$ cat config.mk
export PLATFORM = sky130hd
export DESIGN_NAME = lzc_pipe
export DESIGN_NICKNAME = d
export VERILOG_FILES = /design/src/rtl/lzc_pipe.sv
export SDC_FILE = /design/constraint.sdc
export NUM_CORES = 1
export LEC_CHECK = 0
export ABC_CLOCK_PERIOD_IN_PS = 2200
export BUFFER_PORTS_ARGS = -buffer_cell sky130_fd_sc_hd__buf_2
export CORE_MARGIN = 2
export CORE_UTILIZATION = 40
export CTS_CLUSTER_SIZE = 10
export DETAILED_ROUTE_END_ITERATION = 6
export PLACE_DENSITY_LB_ADDON = 0.08
export SYNTH_ARGS = -nofsm -noshare
export SYNTH_HDL_FRONTEND = slang
export SYNTH_SLANG_ARGS = --single-unit
$ cat constraint.sdc
create_clock -name clk -period 2.2 [get_ports clk]
set_input_delay 0.22 -clock clk [delete_from_list [all_inputs] [get_ports clk]]
set_output_delay 0.22 -clock clk [all_outputs]
set_load 0.03 [all_outputs]
$ cat src/rtl/lzc_pipe.sv
// lzc_pipe: streaming leading-zero counter built as a registered enc/lzc merge tree, tag sideband carried alongside.
// Latency: LEVELS = $clog2(WIDTH) advancing cycles from accept (in_valid & in_ready) to out_valid; 1 word/cycle.
// Backpressure: one global enable adv = ~out_valid | out_ready; in_ready = adv; when low every stage holds.
//
// Ports:
//   clk, reset                  rising-edge clock, synchronous active-high reset
//   in_valid/in_ready           input handshake; in_data (WIDTH) word, in_tag (TAG_W) sideband
//   out_valid/out_ready         output handshake
//   out_count (CW)              leading zeros 0..WIDTH, plain binary
//   out_zero                    input was all zeros (== out_count MSB)
//   out_tag (TAG_W)             tag of the word this result belongs to
//   out_norm (WIDTH)            only with LZC_PIPE_NORM_EN: in_data << out_count, zero fill
//
// Optional feature macro: LZC_PIPE_NORM_EN (adds out_norm and the data-carry registers).

module lzc_pipe #(
  parameter int WIDTH = 32,
  parameter int TAG_W = 4
) (
  input  logic                         clk,
  input  logic                         reset,
  input  logic                         in_valid,
  output logic                         in_ready,
  input  logic [WIDTH-1:0]             in_data,
  input  logic [TAG_W-1:0]             in_tag,
  output logic                         out_valid,
  input  logic                         out_ready,
  output logic [$clog2(WIDTH):0]       out_count,
  output logic                         out_zero,
  output logic [TAG_W-1:0]             out_tag
`ifdef LZC_PIPE_NORM_EN
  ,
  output logic [WIDTH-1:0]             out_norm
`endif
);

  localparam int LEVELS = $clog2(WIDTH);
  localparam int CW     = LEVELS + 1;

  logic              adv;
  logic [LEVELS-1:0] vld_q;
  logic [TAG_W-1:0]  tag_q [LEVELS];

  // The last stage is the output register, so a free or draining output lets
  // the whole pipe move; there is no per-stage bubble collapsing.
  assign adv      = ~vld_q[LEVELS-1] | out_ready;
  assign in_ready = adv;

  always_ff @(posedge clk) begin
    if (reset) begin
      vld_q <= '0;
      for (int i = 0; i < LEVELS; i++) tag_q[i] <= '0;
    end else if (adv) begin
      vld_q    <= {vld_q[LEVELS-2:0], in_valid};
      tag_q[0] <= in_tag;
      for (int i = 1; i < LEVELS; i++) tag_q[i] <= tag_q[i-1];
    end
  end

  // Level k holds WIDTH>>(k+1) fields of k+2 bits each. A field is the
  // leading-zero count of its chunk; the MSB alone set means "chunk all zero".
  // Field j covers the j-th chunk from the LSB, so field 2j+1 is the high half.
  for (genvar k = 0; k < LEVELS; k++) begin : lvl
    localparam int NF = WIDTH >> (k + 1);
    localparam int FW = k + 2;

    logic [NF*FW-1:0] fld_d;
    logic [NF*FW-1:0] fld_q;

    if (k == 0) begin : g_enc
      for (genvar j = 0; j < NF; j++) begin : g_e
        enc u_enc (
          .d (in_data[2*j +: 2]),
          .q (fld_d[2*j +: 2])
        );
      end
    end else begin : g_mrg
      for (genvar j = 0; j < NF; j++) begin : g_m
        lzc #(.N(k + 1)) u_lzc (
          .hi (lvl[k-1].fld_q[(2*j+1)*(k+1) +: (k+1)]),
          .lo (lvl[k-1].fld_q[(2*j)*(k+1)   +: (k+1)]),
          .q  (fld_d[j*FW +: FW])
        );
      end
    end

    // Payload moves with adv regardless of the slot's valid bit.
    always_ff @(posedge clk) begin
      if (reset)    fld_q <= '0;
      else if (adv) fld_q <= fld_d;
    end
  end

  assign out_valid = vld_q[LEVELS-1];
  assign out_count = lvl[LEVELS-1].fld_q;
  assign out_zero  = out_count[CW-1];
  assign out_tag   = tag_q[LEVELS-1];

`ifdef LZC_PIPE_NORM_EN
  logic [WIDTH-1:0] dat_q [LEVELS];

  always_ff @(posedge clk) begin
    if (reset) begin
      for (int i = 0; i < LEVELS; i++) dat_q[i] <= '0;
    end else if (adv) begin
      dat_q[0] <= in_data;
      for (int i = 1; i < LEVELS; i++) dat_q[i] <= dat_q[i-1];
    end
  end

  // Shifting by WIDTH (all-zero word) yields 0, and both operands are
  // registers, so the result holds whenever the pipe holds.
  assign out_norm = dat_q[LEVELS-1] << out_count;
`endif

endmodule

// enc: 2-bit pair encoder -> 2-bit leading-zero field (00:2 -> 10, 01:1 -> 01, 1x:0 -> 00).
// Latency: combinational.
// Backpressure: none.
module enc (
  input  logic [1:0] d,
  output logic [1:0] q
);
  assign q = {~d[1] & ~d[0], ~d[1] & d[0]};
endmodule

// lzc: merges two N-bit leading-zero fields (high and low halves) into one N+1-bit field.
// Latency: combinational.
// Backpressure: none.
module lzc #(
  parameter int N = 2
) (
  input  logic [N-1:0] hi,
  input  logic [N-1:0] lo,
  output logic [N:0]   q
);
  // High half all zero: count = 2^(N-1) + low count, i.e. bits {0,1,lo_rest}.
  // Both all zero: only the new MSB set.
  assign q = {hi[N-1] & lo[N-1],
              hi[N-1] & ~lo[N-1],
              hi[N-1] ? lo[N-2:0] : hi[N-2:0]};
endmodule

After elaboration in Yosys (flattened, before gate mapping)

Memories as Yosys holds them, arrays and structs flattened.
Index checks and enable logic that the tools add are counted.
W data, S select, Z words.

Memories: 1
Memory bits (read-only): 0
Bits in latches: 0
RAM bits: 20
Register bits: 93

Memories:

| name  | words | width | read ports | clocked after memory_dff | wr ports | RTL line | source |
|---|---|---|---|---|---|---|---|
| tag_q | 5     | 4     | 5          | 0                        | 5        | 42       | `logic [TAG_W-1:0] tag_q [LEVELS];` |

Equality and inequality tests: 0
Reductions and logical operators: 0
Div/mod/pow operators: 0
Muxes and demuxes: 25
Bitwise operators: 116
Multipliers: 0
Order comparisons: 0
Shifts and indexed selects: 0
Add/sub/neg operators: 0

Operators by type and width:

| kind          | number |
|---|---|
| $and A1 B1 Y1 | 62 |
| $not A1 Y1    | 48 |
| $mux W4       | 6 |
| $mux W1       | 13 |
| $mux W2       | 4 |
| $mux W3       | 2 |
| $or A1 B1 Y1  | 6 |

Logic depth before layout (Yosys ltp)

Word-level depth: 6
Gate-level depth with buffers: 6
Mapped depth without buffers: 4

Cells and area by module

A second synthesis with hierarchy kept.

Cell total of the unflattened synthesis: 558
Area, all modules: 5849.4 um^2

By module, submodules not included:

| module                              | cells an instance | instances | area an instance (um^2) | sequential area each (um^2) |
|---|---|---|---|---|
| lzc_pipe                            | 470               | 1         | 5138.7                  | 2462.4 |
| lzc (lvl[1].g_mrg.g_m[0].u_lzc ...) | 3                 | 8         | 27.5                    | 0.0 |
| enc                                 | 2                 | 16        | 12.5                    | 0.0 |
| lzc (lvl[2].g_mrg.g_m[0].u_lzc ...) | 4                 | 4         | 35.0                    | 0.0 |
| lzc (lvl[3].g_mrg.g_m[0].u_lzc ...) | 5                 | 2         | 46.3                    | 0.0 |
| lzc (lvl[4].g_mrg.g_m[0].u_lzc)     | 6                 | 1         | 57.6                    | 0.0 |

Worst setup path after synthesis

OpenSTA, ideal clock, no wires.

Path kind: register to register
Start: register vld_q[4]
End: memory tag_q[0][0] (enable)
Path slack: 0.529 ns
Data required time: 1.801 ns
Setup time: 0.399 ns
Period minus slack after synthesis: 1.671 ns
Cell stages (with the launch flop): 4
Arrival time: 1.272 ns
Cells stage by stage: dfxtp_1 > nor2b_4 > buf_4 > nand2b_1

RTL lines:

| item                   | RTL line | source |
|---|---|---|
| start, declared        | 41       | `logic [LEVELS-1:0] vld_q;` |
| start signal, assigned | 54       | `vld_q <= {vld_q[LEVELS-2:0], in_valid};` |
| end, declared          | 42       |  |

Worst setup path after layout

Start: register vld_q[4]
End: output in_ready

Word-level cells in the longest chain between the ends: 2

RTL lines:

| item          | RTL line | source |
|---|---|---|
| $not A1 Y1    | 46       | `assign adv = ~vld_q[LEVELS-1] \| out_ready;` |
| $or A1 B1 Y1  | 46       |  |
| end, declared | 23       | `output logic in_ready,` |

Every way passes these cells.

==> impl_metrics.yaml <==
sta:
  rsz0062_at_grt: "no"
  finalMaxSlewViolations: 0
  setup_viol: 0
  worstMarginPinSlew_ns: 1.027
  period_needed_ns: 1.642
  fin_crit_sh_pct: 74.63
  relSlewSlack_pct: 31.29
  worst_clock_skew_ns: 0.006283
  worst_slack_ns: 0.5581
  tns_ns: 0
  hold_viol: 0
  whs_ns: 0.07568
  fmax_mhz: 609.1
setup_path:
  cp.required_ns: 1.98
  cp_slowest_cell: "dfxtp_1"
  critPathTopFamily: "buffers and inverters"
  crit_fanout: 57
  cp_cell_sequence: "nor2b_4 > clkinv_2 > buf_12 > buf_2"
  cp.arrival_ns: 1.42
  endpoint_kind: "primary output"
  cp-start-kind: "flop"
  cpPeakStageDelay_ns: 0.31
  rr_startpoint: "vld_q[4]"
  cp_num_buf_inv: 3
  path_class: "reg2out"
  crit_start: "vld_q[4]"
hold_path:
  min_from: "in_valid"
  hp-class: "in2reg"
detailed_routing:
  dr.pass1.iters: 4
  wl_met1_um: 4361
  wl_met2_um: 3516
  wirelength_um: 8312
  drt_iter0_drc: 165
  vias: 3180
  drc: 0
  top_layer: "met4"
  viasPerCell: 4.900
  route.met3.wl_um: 295
  wl_per_cell_um: 12.81
  antenna_left: 0
synthesis:
  netlist_area_um2: 4564
  ys_ff_latch: 113
  synth_most_common_cell: "dfxtp_1"
  yosys.area.top_type: "dfxtp_1"
  avgSynthCellArea_um2: 10.01
  synthFlopType: "dfxtp_1"
  synth_common_cells: "93 x dfxtp_1, 70 x nand2_1, 66 x a21oi_1, 31 x nand3b_1, 29 x nor2_1"
  synth-warning-count: 0
  synth.net_count: 496
  synthArstFlopShare_pct: 0
  synthTopCellsByArea: "dfxtp_1 41%, edfxtp_1 13%, a21oi_1 7.2%"
  synth_edf_count: 20
  ys_seq_area_share_pct: 53.95
  ys_types: 19
  yosysTopAreaCellShare_pct: 40.79
  syn-instance-count: 456
global_routing:
  grt_pass1_vias: 3054
  track_usage_pct: 14.38
  grt_pass1_wl_um: 14330
  grt_remaining_overflow: 0
  antenna_found_initial: 0
  grt_max_degree: 58
placement:
  place_ws_ns: 0.5788
  dp.cells: 617
  port-buffer-count: 52
  dpl_cell_area_um2: 4815
  dp_hpwl_um: 4964
  gp_congestion: 0.6542
cells_and_area:
  fin_util_pct: 48.26
  register_area_um2: 2462
  area_delta_synth_final_pct: 19.19
  antenna_cells: 0
  instances_no_fill: 649
  layout.nets: 533
  nFillCells: 1096
  fin_area_um2: 5440
  multi_input_area_um2: 1841
  layout-drive-gt1-share_pct: 22.73
cts:
  numClockSinks: 113
  cts_buffers: 17
  clk_path_buf_depth: 2
  cts_tree: "yes"
  cts_setup_buffers: 0
  htree_levels: 4
  cts.reportedPaths.clkPinSlew_ns: 0.05
  clk_latency_ns: 0.41
  cts.root.buffer_cell: "clkbuf_16"
  cts-hold-fix-buffers: 0
  cts-resized-gates: 0
power:
  powerDensity_nw_per_um2: 968.9
  p_total_mw: 5.271
  leakage_nw: 2.018
  vdd_drop_max_uv: 454.6
die:
  ioPinCount: 53
  rows: 39
  start_util_pct: 40.49
  dieArea_um2: 12280
  fp.dieH_um: 110.8
  core_area_um2: 11270
  fp.dieW_um: 110.8
status:
  status: "completed"
flow_run:
  max_cap_viol_count: 0
==> power by group <==
part	switching, mW	internal (mW)
Combinational	0.0955	0.0850
Clock	0.907	1.99
Sequential	0.0296	2.16
==> registers in the layout, summed over array words and instances (netlist names) <==
signal / count
lvl.fld_q: 82
out_count: 6
tag_q: 20
vld_q: 5
==> worst register-to-register path: cells and delay by family, from the launching register on <==
kind | cells | cell delay [ns]
flops | 1 | 0.31
simple gates | 3 | 1.14
==> final timing paths <==
path | to | slack (ns) | cells after the start
worst max-delay path | in_ready | 0.56 | 4
worst max register to register | tag_q[0][0] | 0.62 | 3
worst min register to register | lvl[1].fld_q[10] | 0.45 | 2
worst min-delay path | vld_q[0] | 0.08 | 3
==> area by class of cell <==
cell class / count / share of cell area (%)
clock inverter: 12 / 3.473
timing repair buffer: 59 / 6.026
inverter: 1 / 0.09200
tap: 143 / 3.289
clock buffer: 20 / 8.027
multi-input combinational: 301 / 33.83
sequential: 113 / 45.26
==> cells by family (layout without fill, tap and decap cells) <==
kind of cell	after synthesis	after routing	synth area share, %
buffers and inverters	42	92	5.729
and+or+nand+nor	183	183	20.26
DFF	113	113	53.95
muxes	26	26	5.702
AOI/OAI and AO/OA	92	92	14.36
==> per-layer routing <==
metal  vias up  global-route usage (%)
li1       1652                       -
met1      1464                   19.90
met2        51                   20.25
met3        13                   4.593
met4         0                   7.000
met5         -                       0
==> cell usage in the layout (no fill, tap or decap) <==
cell type / instances
a211oi_2: 26
a21oi_1: 66
and2_1: 20
buf_12: 1
buf_2: 51
buf_4: 7
bufinv_16: 5
clkbuf_1: 3
clkbuf_16: 17
clkinv_1: 1
clkinv_2: 5
clkinvlp_4: 2
dfxtp_1: 93
edfxtp_1: 20
mux2i_1: 26
nand2_1: 70
nand2b_1: 1
nand3_1: 15
nand3b_1: 31
nor2_1: 29
nor2b_4: 1
or3_1: 16
Note: power is estimated with default switching activity, not from simulation.
